File: src/rtl/multicycle_ctrl_pkg.sv
// Shared types and constants for the multicycle RV32I-subset controller:
// state codes shown on the LCD, opcodes, ALU operations and datapath selects.
package ctrl_pkg;

   typedef enum logic [3:0] {
      S_WAIT   = 4'd0,
      S_FETCH  = 4'd1,
      S_DECODE = 4'd2,
      S_MEMADR = 4'd3,
      S_MEMRD  = 4'd4,
      S_MEMWB  = 4'd5,
      S_MEMWR  = 4'd6,
      S_EXECR  = 4'd7,
      S_EXECI  = 4'd8,
      S_ALUWB  = 4'd9,
      S_BEQ    = 4'd10,
      S_HALT   = 4'd11
   } state_e;

   localparam logic [6:0] OP_LW  = 7'b0000011;
   localparam logic [6:0] OP_SW  = 7'b0100011;
   localparam logic [6:0] OP_R   = 7'b0110011;
   localparam logic [6:0] OP_I   = 7'b0010011;
   localparam logic [6:0] OP_BEQ = 7'b1100011;

   typedef enum logic [2:0] {
      ALU_ADD = 3'b000,
      ALU_SUB = 3'b001,
      ALU_AND = 3'b010,
      ALU_OR  = 3'b011,
      ALU_SLT = 3'b101
   } alu_ctrl_e;

   localparam logic [1:0] SRCA_PC     = 2'b00;
   localparam logic [1:0] SRCA_OLDPC  = 2'b01;
   localparam logic [1:0] SRCA_RS1    = 2'b10;
   localparam logic [1:0] SRCB_RS2    = 2'b00;
   localparam logic [1:0] SRCB_IMM    = 2'b01;
   localparam logic [1:0] SRCB_FOUR   = 2'b10;
   localparam logic [1:0] RES_ALUOUT  = 2'b00;
   localparam logic [1:0] RES_RDATA   = 2'b01;
   localparam logic [1:0] RES_ALU     = 2'b10;

   // States in which an instruction retires.
   function automatic logic is_terminal(input state_e s);
      logic t;
      case (s)
         S_MEMWB, S_MEMWR, S_ALUWB, S_BEQ: t = 1'b1;
         default:                          t = 1'b0;
      endcase
      return t;
   endfunction

endpackage

File: src/rtl/multicycle_ctrl_if.sv
// Controller <-> datapath bus: decoded instruction/flag in, strobes and selects out.
interface multicycle_ctrl_if #(
   parameter int NINSTR_BITS = 32
);
   logic [NINSTR_BITS-1:0] instr;
   logic                   zero;
   logic                   pc_write;
   logic                   ir_write;
   logic                   adr_src;
   logic                   mem_write;
   logic                   reg_write;
   logic                   branch;
   logic [1:0]             alu_src_a;
   logic [1:0]             alu_src_b;
   logic [1:0]             result_src;
   logic [2:0]             alu_control;

   modport master (
      input  instr, zero,
      output pc_write, ir_write, adr_src, mem_write, reg_write, branch,
             alu_src_a, alu_src_b, result_src, alu_control
   );

   modport slave (
      output instr, zero,
      input  pc_write, ir_write, adr_src, mem_write, reg_write, branch,
             alu_src_a, alu_src_b, result_src, alu_control
   );
endinterface

File: src/rtl/multicycle_ctrl_alu_decoder.sv
// Combinational ALU operation decode from funct3/funct7[5]; flags funct3
// values the ALU cannot execute on R-type and I-ALU opcodes.
module alu_decoder
   import ctrl_pkg::*;
(
   input  logic [6:0] opcode,
   input  logic [2:0] funct3,
   input  logic       funct7_5,
   input  logic       is_rtype,
   output alu_ctrl_e  alu_control,
   output logic       illegal
);

   // funct3 to ALU op; funct7[5] selects sub only on register-register ops
   always_comb begin
      alu_control = ALU_ADD;
      illegal     = 1'b0;
      case (funct3)
         3'b000: begin
            if (is_rtype && funct7_5) begin
               alu_control = ALU_SUB;
            end else begin
               alu_control = ALU_ADD;
            end
         end
         3'b010: alu_control = ALU_SLT;
         3'b110: alu_control = ALU_OR;
         3'b111: alu_control = ALU_AND;
         default: begin
            alu_control = ALU_ADD;
            illegal     = (opcode == OP_R) || (opcode == OP_I);
         end
      endcase
   end

endmodule

File: src/rtl/multicycle_ctrl.sv
// Multicycle datapath sequencer with run/single-step control, a sticky halt on
// illegal instructions and a wrapping retired-instruction counter for the LCD.
module multicycle_ctrl
   import ctrl_pkg::*;
#(
   parameter int NINSTR_BITS = 32,
   parameter int NCOUNT_BITS = 8
) (
   input  logic                   clk_2,
   input  logic                   reset_n,
   input  logic                   run,
   input  logic                   step,
   multicycle_ctrl_if.master      bus,
   output logic [3:0]             state,
   output logic                   instr_done,
   output logic                   halted,
   output logic [NCOUNT_BITS-1:0] instr_count
);

   state_e                 state_r;
   state_e                 state_nx_s;
   logic                   step_q_r;
   logic                   step_pulse_s;
   logic [NCOUNT_BITS-1:0] count_r;
   logic [6:0]             opcode_s;
   alu_ctrl_e              dec_alu_s;
   logic                   dec_illegal_s;
   logic                   unused_instr_s;

   assign opcode_s       = bus.instr[6:0];
   assign unused_instr_s = ^{bus.instr[NINSTR_BITS-1:31], bus.instr[29:15], bus.instr[11:7]};
   assign step_pulse_s   = step & ~step_q_r;

   alu_decoder u_alu_decoder (
      .opcode      (opcode_s),
      .funct3      (bus.instr[14:12]),
      .funct7_5    (bus.instr[30]),
      .is_rtype    (opcode_s == OP_R),
      .alu_control (dec_alu_s),
      .illegal     (dec_illegal_s)
   );

   // State register and step-switch history
   always_ff @(posedge clk_2 or negedge reset_n) begin
      if (!reset_n) begin
         state_r  <= S_WAIT;
         step_q_r <= 1'b0;
      end else begin
         state_r  <= state_nx_s;
         step_q_r <= step;
      end
   end

   // Retired-instruction counter, wraps naturally
   always_ff @(posedge clk_2 or negedge reset_n) begin
      if (!reset_n) begin
         count_r <= {NCOUNT_BITS{1'b0}};
      end else if (is_terminal(state_r)) begin
         count_r <= count_r + {{(NCOUNT_BITS-1){1'b0}}, 1'b1};
      end else begin
         count_r <= count_r;
      end
   end

   // Next-state logic; run is sampled only in WAIT and terminal states
   always_comb begin
      state_nx_s = state_r;
      case (state_r)
         S_WAIT: begin
            if (run || step_pulse_s) begin
               state_nx_s = S_FETCH;
            end else begin
               state_nx_s = S_WAIT;
            end
         end
         S_FETCH:  state_nx_s = S_DECODE;
         S_DECODE: begin
            case (opcode_s)
               OP_LW, OP_SW: state_nx_s = S_MEMADR;
               OP_R:         state_nx_s = dec_illegal_s ? S_HALT : S_EXECR;
               OP_I:         state_nx_s = dec_illegal_s ? S_HALT : S_EXECI;
               OP_BEQ:       state_nx_s = S_BEQ;
               default:      state_nx_s = S_HALT;
            endcase
         end
         S_MEMADR: begin
            if (opcode_s == OP_SW) begin
               state_nx_s = S_MEMWR;
            end else begin
               state_nx_s = S_MEMRD;
            end
         end
         S_MEMRD:          state_nx_s = S_MEMWB;
         S_EXECR, S_EXECI: state_nx_s = S_ALUWB;
         S_MEMWB, S_MEMWR, S_ALUWB, S_BEQ: begin
            if (run) begin
               state_nx_s = S_FETCH;
            end else begin
               state_nx_s = S_WAIT;
            end
         end
         S_HALT:  state_nx_s = S_HALT;
         default: state_nx_s = S_WAIT;
      endcase
   end

   // Moore output decode; only the BEQ pc_write follows zero directly
   always_comb begin
      bus.pc_write    = 1'b0;
      bus.ir_write    = 1'b0;
      bus.adr_src     = 1'b0;
      bus.mem_write   = 1'b0;
      bus.reg_write   = 1'b0;
      bus.branch      = 1'b0;
      bus.alu_src_a   = SRCA_PC;
      bus.alu_src_b   = SRCB_RS2;
      bus.result_src  = RES_ALUOUT;
      bus.alu_control = ALU_ADD;
      case (state_r)
         S_FETCH: begin
            bus.ir_write   = 1'b1;
            bus.pc_write   = 1'b1;
            bus.alu_src_a  = SRCA_PC;
            bus.alu_src_b  = SRCB_FOUR;
            bus.result_src = RES_ALU;
         end
         S_DECODE: begin
            bus.alu_src_a = SRCA_OLDPC;
            bus.alu_src_b = SRCB_IMM;
         end
         S_MEMADR: begin
            bus.alu_src_a = SRCA_RS1;
            bus.alu_src_b = SRCB_IMM;
         end
         S_MEMRD: bus.adr_src = 1'b1;
         S_MEMWB: begin
            bus.result_src = RES_RDATA;
            bus.reg_write  = 1'b1;
         end
         S_MEMWR: begin
            bus.adr_src   = 1'b1;
            bus.mem_write = 1'b1;
         end
         S_EXECR: begin
            bus.alu_src_a   = SRCA_RS1;
            bus.alu_src_b   = SRCB_RS2;
            bus.alu_control = dec_alu_s;
         end
         S_EXECI: begin
            bus.alu_src_a   = SRCA_RS1;
            bus.alu_src_b   = SRCB_IMM;
            bus.alu_control = dec_alu_s;
         end
         S_ALUWB: bus.reg_write = 1'b1;
         S_BEQ: begin
            bus.alu_src_a   = SRCA_RS1;
            bus.alu_src_b   = SRCB_RS2;
            bus.alu_control = ALU_SUB;
            bus.branch      = 1'b1;
            bus.pc_write    = bus.zero;
         end
         default: bus.pc_write = 1'b0;
      endcase
   end

   assign state       = state_r;
   assign instr_done  = is_terminal(state_r);
   assign halted      = (state_r == S_HALT);
   assign instr_count = count_r;

endmodule

File: src/flat_wrapper.sv
// flat-port wrapper written by rule: the top's interface ports become plain ports
module multicycle_ctrl_flat import ctrl_pkg::*;
#(
   parameter int NINSTR_BITS = 32,
   parameter int NCOUNT_BITS = 8
)
  (clk_2, reset_n, run, step, state, instr_done, halted, instr_count, bus_instr, bus_zero, bus_pc_write, bus_ir_write, bus_adr_src, bus_mem_write, bus_reg_write, bus_branch, bus_alu_src_a, bus_alu_src_b, bus_result_src, bus_alu_control);
  multicycle_ctrl_if #(.NINSTR_BITS(NINSTR_BITS)) bus_i ();
  input  logic clk_2;
  input  logic reset_n;
  input  logic run;
  input  logic step;
  output logic [3:0] state;
  output logic instr_done;
  output logic halted;
  output logic [NCOUNT_BITS-1:0] instr_count;
  input wire logic [$bits(bus_i.instr)-1:0] bus_instr;
  input wire logic [$bits(bus_i.zero)-1:0] bus_zero;
  output wire logic [$bits(bus_i.pc_write)-1:0] bus_pc_write;
  output wire logic [$bits(bus_i.ir_write)-1:0] bus_ir_write;
  output wire logic [$bits(bus_i.adr_src)-1:0] bus_adr_src;
  output wire logic [$bits(bus_i.mem_write)-1:0] bus_mem_write;
  output wire logic [$bits(bus_i.reg_write)-1:0] bus_reg_write;
  output wire logic [$bits(bus_i.branch)-1:0] bus_branch;
  output wire logic [$bits(bus_i.alu_src_a)-1:0] bus_alu_src_a;
  output wire logic [$bits(bus_i.alu_src_b)-1:0] bus_alu_src_b;
  output wire logic [$bits(bus_i.result_src)-1:0] bus_result_src;
  output wire logic [$bits(bus_i.alu_control)-1:0] bus_alu_control;
  assign bus_i.instr = bus_instr;
  assign bus_i.zero = bus_zero;
  assign bus_pc_write = bus_i.pc_write;
  assign bus_ir_write = bus_i.ir_write;
  assign bus_adr_src = bus_i.adr_src;
  assign bus_mem_write = bus_i.mem_write;
  assign bus_reg_write = bus_i.reg_write;
  assign bus_branch = bus_i.branch;
  assign bus_alu_src_a = bus_i.alu_src_a;
  assign bus_alu_src_b = bus_i.alu_src_b;
  assign bus_result_src = bus_i.result_src;
  assign bus_alu_control = bus_i.alu_control;
  multicycle_ctrl #(.NINSTR_BITS(NINSTR_BITS), .NCOUNT_BITS(NCOUNT_BITS)) u_core (.clk_2(clk_2), .reset_n(reset_n), .run(run), .step(step), .bus(bus_i), .state(state), .instr_done(instr_done), .halted(halted), .instr_count(instr_count));
endmodule
File: config.mk
export PLATFORM = sky130hd
export DESIGN_NAME = multicycle_ctrl_flat
export DESIGN_NICKNAME = d
export VERILOG_FILES = /design/src/rtl/multicycle_ctrl_pkg.sv /design/src/rtl/multicycle_ctrl_if.sv /design/src/rtl/multicycle_ctrl_alu_decoder.sv /design/src/rtl/multicycle_ctrl.sv /design/src/flat_wrapper.sv
export SDC_FILE = /design/constraint.sdc
export NUM_CORES = 1
export LEC_CHECK = 0
export CORE_MARGIN = 2
export CORE_UTILIZATION = 37
export CTS_CLUSTER_DIAMETER = 30
export DETAILED_ROUTE_END_ITERATION = 16
export HOLD_SLACK_MARGIN = 0.1
export PLACE_DENSITY = 0.85
export SLEW_MARGIN = 20
export SYNTH_ARGS = -nofsm -noshare
export SYNTH_HDL_FRONTEND = slang
export SYNTH_SLANG_ARGS = --single-unit
File: constraint.sdc
create_clock -name clk_2 -period 3.8 [get_ports clk_2]
set_input_delay 0.57 -clock clk_2 [delete_from_list [all_inputs] [get_ports clk_2]]
set_output_delay 0.57 -clock clk_2 [all_outputs]
set_load 0.005 [all_outputs]
# After elaboration in Yosys (flattened, before gate mapping)
# Index checks and enable logic that the tools add are counted.
dict set report classes {
  n_eq_ne 19
  n_mux 21
  n_addsub 1
  n_reduce_logical 13
  n_bitwise 2
}
# cell count
set op_table {}
lappend op_table {{$pmux 4 s8} 1}
lappend op_table {{$eq 4x3->1 const B} 4}
lappend op_table {{$eq 4x4->1 const B} 4}
lappend op_table {{$pmux 4 s4} 1}
lappend op_table {{$eq 7x6->1 const B} 2}
lappend op_table {{$pmux 2 s2} 3}
lappend op_table {{$pmux 3 s4} 1}
lappend op_table {{$reduce_or 4->1} 3}
lappend op_table {{$mux 1} 10}
lappend op_table {{$add 8x1->8 const B} 1}
lappend op_table {{$eq 4x2->1 const B} 2}
lappend op_table {{$reduce_or 2->1} 4}
lappend op_table {{$eq 7x2->1 const B} 1}
lappend op_table {{$eq 7x5->1 const B} 1}
lappend op_table {{$eq 7x7->1 const B} 1}
lappend op_table {{$eq 3x3->1 const B} 2}
lappend op_table {{$pmux 3 s2} 1}
lappend op_table {{$eq 4x1->1 const B} 1}
lappend op_table {{$logic_not 4->1} 1}
lappend op_table {{$mux 2} 2}
lappend op_table {{$mux 4} 1}
lappend op_table {{$eq 3x2->1 const B} 1}
lappend op_table {{$logic_not 3->1} 1}
lappend op_table {{$reduce_or 3->1} 1}
lappend op_table {{5 further kinds} 6}
dict set report word_totals {
  register_bits 13
  out_inout_bits 29
  in_bits 37
}

# Logic depth before layout (Yosys ltp)
dict set report logic_depth {
  depth_word 6
  mapped_depth 5
}

# By module
# Synthesis repeated with hierarchy kept, for this count alone.
dict set report hier_totals {
  hier_cells 105
  hier_area_um2 909.6
}
# mod seq_area_each_um2 cells_per_inst area_per_inst_um2 n_inst
set by_module_without_submodules {}
lappend by_module_without_submodules {multicycle_ctrl 325.3 97 854.6 1}
lappend by_module_without_submodules {alu_decoder 0.0 8 55.1 1}

# Worst setup path after synthesis
# Ideal clock, no wire load.
dict set report synth_path {
  path_kind {input port to output port}
  start {input port bus_instr[6]}
  end {output port bus_alu_control[0]}
  stages 4
  required_ns 3.230
  path_slack_ns 2.034
  path_buffers 0
  arrival_time_ns 1.196
  cell_sequence {nand2b_1 > nor3b_1 > a31oi_1 > o22ai_1}
}
dict set report synth_via {
  elab_chain_len 5
}
# item line
set synth_rtl {}
lappend synth_rtl {{start, declared} flat_wrapper.sv:17} ;# input wire logic [$bits(bus_i.instr)-1:0] bus_instr;
lappend synth_rtl {{$eq 7x6->1} multicycle_ctrl.sv:38} ;# .is_rtype (opcode_s == OP_R),
lappend synth_rtl {{$logic_and 1x1->1} multicycle_ctrl_alu_decoder.sv:20} ;# if (is_rtype && funct7_5) begin
lappend synth_rtl {{$mux 1} multicycle_ctrl_alu_decoder.sv:20}
lappend synth_rtl {{$pmux 3 s4} multicycle_ctrl_alu_decoder.sv:18} ;# case (funct3)
lappend synth_rtl {{$pmux 3 s2} multicycle_ctrl.sv:119} ;# case (state_r)
lappend synth_rtl {{end, declared} flat_wrapper.sv:28} ;# output wire logic [$bits(bus_i.alu_control)-1:0] bus_alu_control;
# Every way passes these cells.

# Worst setup path in the final report
# Ends and elaborated chain as after synthesis.

==> results.sh <==
export IMPL_ff_latch_area_um2=325
export IMPL_setup_tns_ns=0
export IMPL_synth_cell_type_count=36
export IMPL_synth_most_common_cell="nor2_1"
export IMPL_instances_no_fill=173
export IMPL_antenna_found_initial=0
export IMPL_port_buffers=44
export IMPL_critPathLaunch="bus_instr[6]"
export IMPL_holdBufCountCts=0
export IMPL_wire_per_inst_um=13.3
export IMPL_cts_resized=0
export IMPL_post_place_cells=169
export IMPL_synth_top_cell_by_area="dfrtp_1"
export IMPL_dp_hpwl_um=1780
export IMPL_vdd_drop_max_mv=0.406
export IMPL_drive_above_1_share_pct=6.99
export IMPL_worstReg2RegStart="u_core.state[3]"
export IMPL_fin_skew_ns=0.00766
export IMPL_syn_inst=101
export IMPL_endpoint_kind="primary output"
export IMPL_finalNetCount=182
export IMPL_drtAntennaViolNets=0
export IMPL_synth_edff_count=0
export IMPL_ys_flop_type="dfrtp_1"
export IMPL_ios=66
export IMPL_synthesis_nets=139
export IMPL_first_pass_iters=4
export IMPL_setup_violations=0
export IMPL_vias=902
export IMPL_viasPerCell=5.21
export IMPL_die_w_um=53.9
export IMPL_areaGrowthSynthToFinish_pct=49.9
export IMPL_synth_top_area_share_pct=35.3
export IMPL_grt_pass1_vias=864
export IMPL_post_place_ws_ns=0.959
export IMPL_wirelength_um=2300
export IMPL_critPathKind="in -> out"
export IMPL_post_route_cell_area_um2=1380
export IMPL_initial_core_util_pct=38.3
export IMPL_pwr_density_cell_nw_per_um2=647
export IMPL_slew_limit_headroom_pct=62.9
export IMPL_yosys_top_cells_count="14 x nor2_1, 13 x dfrtp_1, 8 x xnor2_1"
export IMPL_tightestPinTransition_ns=0.555
export IMPL_fin_crit_sh_pct=74.9
export IMPL_numCtsBuffers=3
export IMPL_cap_violations=0
export IMPL_clkTransAtPathRegs_ns=0.08
export IMPL_overflow=0
export IMPL_gp_congestion=0.770
export IMPL_hold_viol=0
export IMPL_grt_max_degree=15
export IMPL_diodes=0
export IMPL_required_ns=3.23
export IMPL_seq_area_frac_synth_pct=35.3
export IMPL_setup_slack_ns=0.954
export IMPL_outcome="complete, no violations"
export IMPL_post_cts_buffers=0
export IMPL_cts_tree="done"
export IMPL_cts_root_buf="clkbuf_4"
export IMPL_die_area_um2=2910
export IMPL_fp_coreArea_um2=2410
export IMPL_drt_iter0_drc=3
export IMPL_worstPathMaxFanout=4
export IMPL_synth_area_leaders="dfrtp_1 35%, xnor2_1 7.6%, nor2_1 5.7%, nand4_1 3.4%, a2111oi_4 3.0%"
export IMPL_min_path_type="reg -> reg"
export IMPL_worstSkewPairLatency_ns=0.27
export IMPL_place_area_um2=1360
export IMPL_cts_sinks=13
export IMPL_yosysWarnings=0
export IMPL_rows=18
export IMPL_syn_area_um2=922
export IMPL_hp_start="u_core.instr_count[7]"
export IMPL_fin_crit_ns=2.85
export IMPL_htree_levels=1
export IMPL_fillCellCount=230
export IMPL_clk_path_buf_depth=2
export IMPL_critPathLaunchType="primary input"
export IMPL_fmax_mhz=351
export IMPL_synth_area_per_cell_um2=9.13
export IMPL_ys_seq_elements=13
export IMPL_die_h_um=53.9
export IMPL_track_usage_pct=17.2
export IMPL_cp_arrival_ns=2.28
export IMPL_grt_setup_unrepaired="false"
export IMPL_slew_violations=0
export IMPL_grt_pass1_wl_um=3710
export IMPL_drc=0
export IMPL_async_flop_share_pct=100
export IMPL_multiInputGateArea_um2=538
export IMPL_cellLeakagePower_nw=0.557
## cells in the final DEF, fill, tap and decap left out, types with 2 or more instances in the layout
cell and n:
clkdlybuf4s50_1 44, nor2_1 14, dfrtp_1 13, xnor2_1 8
nand2_1 5, nand4_1 5, inv_1 4, a21oi_1 4
nor3_1 4, and3_1 4, nand2b_1 3, o21ai_0 3
clkbuf_4 3, nor2b_1 2, o21ai_1 2, nand2b_4 2
o22ai_1 2, a21o_1 2, xor2_1 2
## flip-flops by register name, indices dropped and copies added, names as in the netlist
signal / cells
u_core.step_q_r: 1
u_core.instr_count: 8
u_core.state: 4
## path summary, 6_finish.rpt
check,endpoint,slack [ns],cells past startpoint
worst min register to register,u_core.instr_count[7],0.48,1
worst max register to register,u_core.instr_count[1],2.20,3
max in group asynchronous,u_core.state[2],2.78,1
worst max-delay path,bus_alu_control[0],0.95,6
worst min-delay path,u_core.instr_count[7],0.48,1
min in group asynchronous,u_core.instr_count[1],0.65,1
## worst max-delay path, stage by stage
cell and delay [ns]:
clkdlybuf4s50_1 0.47, nand2b_1 0.25, nor3b_1 0.23, a31oi_1 0.11, o22ai_1 0.13, clkdlybuf4s50_1 0.52
## logic make-up after synthesis
| group | share of synthesized area (%) |
|---|---|
| DFF | 35.3 |
| adders and majority gates | 1.36 |
| and+or+nand+nor | 26.1 |
| muxes | 1.22 |
| buffers and inverters | 6.38 |
| AOI/OAI and AO/OA | 20.2 |
| xor gates and xnor gates | 9.50 |
## metal layers
metal / share of wire (%) / vias up / wire [µm] / track usage, %
met5: 0 / - / 0 / 0
li1: - / 442 / - / -
met3: 8.1 / 0 / 186 / 3.06
met4: 0 / 0 / 0 / 5.13
met1: 43 / 426 / 980 / 19.3
met2: 49 / 34 / 1140 / 32.3
## cell type report
| class | count | share of cell area, % |
|---|---|---|
| Clock buffer | 4 | 1.90 |
| Timing Repair Buffer | 44 | 31.9 |
| Sequential cell | 13 | 23.5 |
| Inverter | 4 | 1.09 |
| Tap cell | 30 | 2.71 |
| Multi-Input combinational cell | 78 | 38.9 |
## report_power, final
part / internal, mW / switching (mW) / total, mW
Sequential: 0.182 / 0.108 / 0.290
Clock: 0.0406 / 0.0421 / 0.0827
Combinational: 0.320 / 0.202 / 0.522
## through the flow
stage               util [%]  total power [mW]  hold WS (ns)
floorplan                  -             0.563         0.274
global placement        56.3             0.799         0.463
detailed placement      56.3             0.816         0.468
CTS                     57.4             0.904         0.487
global route            57.4             0.970         0.514
finish                  57.4             0.895         0.485
Note: power is estimated with default switching activity, not from simulation.
